--- src/rtl/scratch_pad_rsp_buffer_if.sv ---
// Response-path bundle between the scratch pad, the response buffer and its consumers.
// The scratch pad and consumer side use the master view. The response buffer uses the slave view.
// Port p occupies slice [(PORTS-p)*WIDTH-1 -: WIDTH] of the flat data buses, so port 0 is at the MSB end.
interface scratch_pad_rsp_buffer_if #(
  parameter int PORTS = 8,
  parameter int WIDTH = 64
);
  logic [WIDTH*PORTS-1:0] sp_q;
  logic [0:PORTS-1]       sp_valid;
  logic [0:PORTS-1]       sp_stall;
  logic [WIDTH*PORTS-1:0] out_q;
  logic [0:PORTS-1]       out_valid;
  logic [0:PORTS-1]       out_ready;

  modport master (
    output sp_q, sp_valid, out_ready,
    input  sp_stall, out_q, out_valid
  );

  modport slave (
    input  sp_q, sp_valid, out_ready,
    output sp_stall, out_q, out_valid
  );
endinterface

--- src/rtl/scratch_pad_rsp_buffer.sv ---
// Per-port first-word-fall-through (FWFT) response queues placed behind the multi-port scratch pad.
// Each port has its own independent queue. When a queue gets close to full, a registered stall is raised early.
// SKID slots stay free so that reads already in flight still have somewhere to land.
// Optional feature macro: SCRATCH_PAD_RSP_OVF_EN adds a sticky per-port overflow output.
module scratch_pad_rsp_buffer #(
  parameter int PORTS      = 8,
  parameter int WIDTH      = 64,
  parameter int FIFO_DEPTH = 8,
  parameter int SKID       = 2,
  localparam int PTR_WIDTH = $clog2(FIFO_DEPTH),
  localparam int CNT_WIDTH = PTR_WIDTH + 1
) (
  input  logic                   clk,
  input  logic                   rst,
  scratch_pad_rsp_buffer_if.slave bus
`ifdef SCRATCH_PAD_RSP_OVF_EN
  ,
  output logic [0:PORTS-1]       overflow
`endif
);

  localparam logic [CNT_WIDTH-1:0] FULL_CNT  = CNT_WIDTH'(FIFO_DEPTH);
  localparam logic [CNT_WIDTH-1:0] STALL_CNT = CNT_WIDTH'(FIFO_DEPTH - SKID);

  logic [WIDTH-1:0] head_q     [PORTS];
  logic             head_valid [PORTS];
  logic             stall_bit  [PORTS];
`ifdef SCRATCH_PAD_RSP_OVF_EN
  logic             ovf_bit    [PORTS];
`endif

  for (genvar gi = 0; gi < PORTS; gi++) begin : g_port
    logic [WIDTH-1:0]     mem_reg [FIFO_DEPTH];
    logic [PTR_WIDTH-1:0] wr_ptr_reg;
    logic [PTR_WIDTH-1:0] rd_ptr_reg;
    logic [CNT_WIDTH-1:0] count_reg;
    logic [CNT_WIDTH-1:0] count_next;
    logic                 stall_reg;
    logic                 push;
    logic                 pop;

    // A push is accepted only against the current count.
    // A pop in the same cycle does not make room for a push into a full queue.
    assign push = !rst && bus.sp_valid[gi] && (count_reg < FULL_CNT);
    assign pop  = (count_reg != '0) && bus.out_ready[gi];

    // Occupancy after this cycle's push and pop.
    always_comb begin
      count_next = count_reg;
      if (push && !pop) begin
        count_next = count_reg + CNT_WIDTH'(1);
      end else if (!push && pop) begin
        count_next = count_reg - CNT_WIDTH'(1);
      end
    end

    // Storage write port. The array is not reset, because the pointers alone decide which entries are valid.
    always_ff @(posedge clk) begin
      if (push) begin
        mem_reg[wr_ptr_reg] <= bus.sp_q[(PORTS-gi)*WIDTH-1 -: WIDTH];
      end
    end

    // Pointers, occupancy and the registered early stall.
    always_ff @(posedge clk) begin
      if (rst) begin
        wr_ptr_reg <= '0;
        rd_ptr_reg <= '0;
        count_reg  <= '0;
        stall_reg  <= 1'b0;
      end else begin
        if (push) begin
          wr_ptr_reg <= wr_ptr_reg + PTR_WIDTH'(1);
        end
        if (pop) begin
          rd_ptr_reg <= rd_ptr_reg + PTR_WIDTH'(1);
        end
        count_reg <= count_next;
        stall_reg <= (count_next >= STALL_CNT);
      end
    end

    assign head_q[gi]     = mem_reg[rd_ptr_reg];
    assign head_valid[gi] = (count_reg != '0);
    assign stall_bit[gi]  = stall_reg;

`ifdef SCRATCH_PAD_RSP_OVF_EN
    logic ovf_reg;

    // The overflow flag is sticky. It is set on any valid beat that arrives while the queue is full.
    always_ff @(posedge clk) begin
      if (rst) begin
        ovf_reg <= 1'b0;
      end else if (bus.sp_valid[gi] && (count_reg == FULL_CNT)) begin
        ovf_reg <= 1'b1;
`ifndef SYNTHESIS
        $display("scratch_pad_rsp_buffer: port %0d dropped response at %0t", gi, $time);
`endif
      end
    end

    assign ovf_bit[gi] = ovf_reg;
`endif
  end

  // Pack the per-port results onto the flat interface buses.
  always_comb begin
    bus.out_q     = '0;
    bus.out_valid = '0;
    bus.sp_stall  = '0;
    for (int p = 0; p < PORTS; p++) begin
      bus.out_q[(PORTS-p)*WIDTH-1 -: WIDTH] = head_q[p];
      bus.out_valid[p]                      = head_valid[p];
      bus.sp_stall[p]                       = stall_bit[p];
    end
  end

`ifdef SCRATCH_PAD_RSP_OVF_EN
  // Collect the sticky overflow flags onto the overflow port.
  always_comb begin
    overflow = '0;
    for (int p = 0; p < PORTS; p++) begin
      overflow[p] = ovf_bit[p];
    end
  end
`endif

endmodule

--- src/flat_wrapper.sv ---
// flat-port wrapper written by rule: the top's interface ports become plain ports
module scratch_pad_rsp_buffer_flat 
#(
  parameter int PORTS      = 8,
  parameter int WIDTH      = 64,
  parameter int FIFO_DEPTH = 8,
  parameter int SKID       = 2,
  localparam int PTR_WIDTH = $clog2(FIFO_DEPTH),
  localparam int CNT_WIDTH = PTR_WIDTH + 1
)
  (clk, rst, bus_sp_q, bus_sp_valid, bus_out_ready, bus_sp_stall, bus_out_q, bus_out_valid);
  scratch_pad_rsp_buffer_if #(.PORTS(PORTS), .WIDTH(WIDTH)) bus_i ();
  input  logic clk;
  input  logic rst;
  input wire logic [$bits(bus_i.sp_q)-1:0] bus_sp_q;
  input wire logic [$bits(bus_i.sp_valid)-1:0] bus_sp_valid;
  input wire logic [$bits(bus_i.out_ready)-1:0] bus_out_ready;
  output wire logic [$bits(bus_i.sp_stall)-1:0] bus_sp_stall;
  output wire logic [$bits(bus_i.out_q)-1:0] bus_out_q;
  output wire logic [$bits(bus_i.out_valid)-1:0] bus_out_valid;
  assign bus_i.sp_q = bus_sp_q;
  assign bus_i.sp_valid = bus_sp_valid;
  assign bus_i.out_ready = bus_out_ready;
  assign bus_sp_stall = bus_i.sp_stall;
  assign bus_out_q = bus_i.out_q;
  assign bus_out_valid = bus_i.out_valid;
  scratch_pad_rsp_buffer #(.PORTS(PORTS), .WIDTH(WIDTH), .FIFO_DEPTH(FIFO_DEPTH), .SKID(SKID)) u_core (.clk(clk), .rst(rst), .bus(bus_i));
endmodule
--- config.mk ---
export PLATFORM = sky130hd
export DESIGN_NAME = scratch_pad_rsp_buffer_flat
export DESIGN_NICKNAME = d
export VERILOG_FILES = /design/src/rtl/scratch_pad_rsp_buffer_if.sv /design/src/rtl/scratch_pad_rsp_buffer.sv /design/src/flat_wrapper.sv
export SDC_FILE = /design/constraint.sdc
export NUM_CORES = 2
export LEC_CHECK = 0
export ABC_AREA = 1
export CAP_MARGIN = 20
export CORE_ASPECT_RATIO = 1.1
export CORE_MARGIN = 5
export CORE_UTILIZATION = 45
export DETAILED_ROUTE_END_ITERATION = 8
export RECOVER_POWER = 50
export SLEW_MARGIN = 20
export SYNTH_ARGS = -nofsm -noshare
export SYNTH_HDL_FRONTEND = slang
export SYNTH_SLANG_ARGS = --single-unit
--- constraint.sdc ---
create_clock -name clk -period 9.24 [get_ports clk]
set_input_delay 1.848 -clock clk [delete_from_list [all_inputs] [get_ports clk]]
set_output_delay 1.848 -clock clk [all_outputs]
set_load 0.02 [all_outputs]
==> out/qor.txt <==
pwr/cell area: 279 nW/um^2
Die ar.: 376,000 um^2
most common cell after layout, fill and taps aside: edfxtp_1
Net Count, Synth: 12,900
Nets: 13,800
Horiz. Die Dim: 585 um
dpl hpwl: 246,000 um
CP required: 9860 ps
metal2 WL: 204,000 um
crit path kind: in -> reg
Fin Setup TNS: 0 ps
DR WL met3: 40,400 um
initial core utilization: 0.452
initial antenna violation count: 269
max cap viols: 12
fin crit share: 0.826
# IOs: 1,058
WHS: 440 ps
number of setup violations in the final report: 0
Resized cells post-CTS: 0
clk_skew: 56.6 ps
drt first pass iters: 6
pin count of the biggest net entering global routing: 258
clock tree from TritonCTS: done
Metal-1 WL: 174,000 um
crit-path leading delay family: buffers and inverters
Core ar.: 363,000 um^2
CP Capture Type: register
worst flop-to-flop path endpoint: u_core.g_port[2].mem_reg[7][60]
Syn Area/Cell: 13.3 um^2
leading area contributor after synthesis: edfxtp_1
Hold Startpoint: u_core.g_port[7].rd_ptr_reg[2]
RePlAce Congestion: 0.779
CP max FO: 40
Num CTS Buffers: 423
vias in the first global route: 101,000
Slew @ Worst Pin: 3340 ps
register-to-register setup slack: 4920 ps
Post-CTS Setup Bufs: 0
clk_lat worst skew: 980 ps
Via density: 5.58
sequence of cells on the critical path: clkbuf_1 -> clkinv_2 -> nand3_1 -> nor2_1 -> inv_1 -> nor2_4 -> clkbuf_1 -> buf_4
CTS Hold Bufs: 0
synthesis-stage register bit count: 4,208
CP max-delay cell: clkbuf_1
RR Startpoint: u_core.g_port[2].count_reg[3]
htree depth: 5
top-area cell type share of the netlist area: 0.751
Worst setup SP type: input port
Area contributors post-synth: edfxtp_1, nor2_1, o32ai_1
first-pass GRT wire length: 640,000 um
status: finished with violations
total chip power: 53.7 mW
cell depth of the worst flop-to-flop path: 6
failing checks: max-capacitance violations, max-slew violations
Clock Path Buffers: 4
height of the die: 643 um
slew margin rel.: -1.22
Routed WL per cell: 23.6 um
RSZ-0062 raised after global routing: false
Fin. Hold Viols: 0
YS warnings: 0
Total Routing Usage GR: 0.222
num rows: 232
port bufs: 1,057
Peak Freq: 131 MHz
grt ovf: 0
max layer used: met5
most frequent cells in the layout: edfxtp_1, nor2_1, nand2_1, o21ai_0, o32ai_1
most used cell, CP: clkbuf_1
WP buf/inv: 5
Final Critical Period: 7630 ps
clk slew on worst S/H paths: 60 ps
CP peak stage delay: 2280 ps
worst vdd ir: 245 uV
wirelength, routed: 436,000 um
Root Buffer Master: clkbuf_16
Final Max Slew Viols: 319
TritonCTS Sinks: 4,208
hold crit path type: reg -> reg
sequential fraction of the synthesis area: 0.764
leakage: 64.1 nW
number of flip-flops in the largest register: 4,096
cell count after synthesis: 12,400
Min-Delay Path Depth: 1
arrival time worst endpoint: 8250 ps
total vias in the final route: 103,000
Syn-to-layout area delta: 17.4%
residual DRC count: 0
mapped cell area: 164,000 um^2
Post-DRT Antenna Nets: 0
initial drt markers: 9,278
Unique masters post-synth: 24
share of cells above drive strength 1: 0.0617
[worst max-delay path by stage]
| stage | startpoint | end | slack, ps | cells after the start |
|---|---|---|---|---|
| global route | rst | u_core.g_port[0].mem_reg[3][26] | 1190 | 8 |
| global placement | rst | u_core.g_port[3].mem_reg[4][39] | 3110 | 8 |
| floorplan | rst | u_core.g_port[6].mem_reg[4][0] | 1970 | 5 |
| detailed placement | rst | u_core.g_port[3].mem_reg[0][19] | 3120 | 8 |
| CTS | register | bus_out_q[283] | 2170 | 7 |
| finish | rst | u_core.g_port[0].mem_reg[3][25] | 1610 | 8 |
[through the flow]
stage | worst slack (ps) | utilization | area [um^2] | std cells
after floorplan | 1970 | - | 164000 | 12400
after global placement | 3110 | 0.491 | 178000 | 17600
after detailed placement | 3120 | 0.491 | 178000 | 17600
after CTS | 2170 | 0.529 | 192000 | 18400
after global routing | 1190 | 0.529 | 192000 | 18400
final | 1610 | 0.530 | 192000 | 18500
[synth_stat cells, drive strengths merged]
master	number
or2	2
clkbuf	388
nand3	84
nor3b	7
o21ai	1068
nand2	1733
ha	32
nor3	16
inv	138
a21oi	62
dfxtp	112
buf	406
nor2	3183
a211oi	5
edfxtp	4096
o32ai	1024
nand4	8
[layer usage]
metal | vias up | GRT usage
li1 | 47100 | -
met1 | 51700 | 0.289
met2 | 3573 | 0.354
met3 | 873 | 0.0634
met4 | 116 | 0.0878
met5 | - | 0
[cell type report]
type                       count  area (um^2)
timing repair buffer        1218        12000
clock inverter               256         2410
inverter                     138          579
fill                       29600       171000
tap                         4797         6000
sequential                  4208       125000
clock buffer                 519        11100
multi-input combinational   7224        34500
antenna                      146          365
[cell families (layout without fill, tap and decap cells)]
group                      count (synthesis)  in the layout  synth area share
and+or+nand+nor                         5033           5033             0.116
DFF                                     4208           4208             0.764
AOI/OAI and AO/OA                       2159           2159            0.0895
buffers and inverters                    932           2131            0.0273
adders and majority gates                 32             32           0.00244
other                                      0            146                 0
[power breakdown]
| group | internal, mW | total (mW) | switching [mW] |
|---|---|---|---|
| clock network | 9.48 | 16.7 | 7.19 |
| logic | 5.27 | 14.8 | 9.53 |
| registers | 21.5 | 22.2 | 0.648 |
| total | 36.3 | 53.7 | 17.4 |
[worst reg2reg max path, cell delays in order (launching register included)]
cell	delay (ps)
dfxtp_1	320
inv_1	110
nand3_1	190
nor2_1	170
inv_1	110
nor2_1	2150
buf_4	870
Power figures use the tool's default switching activity.
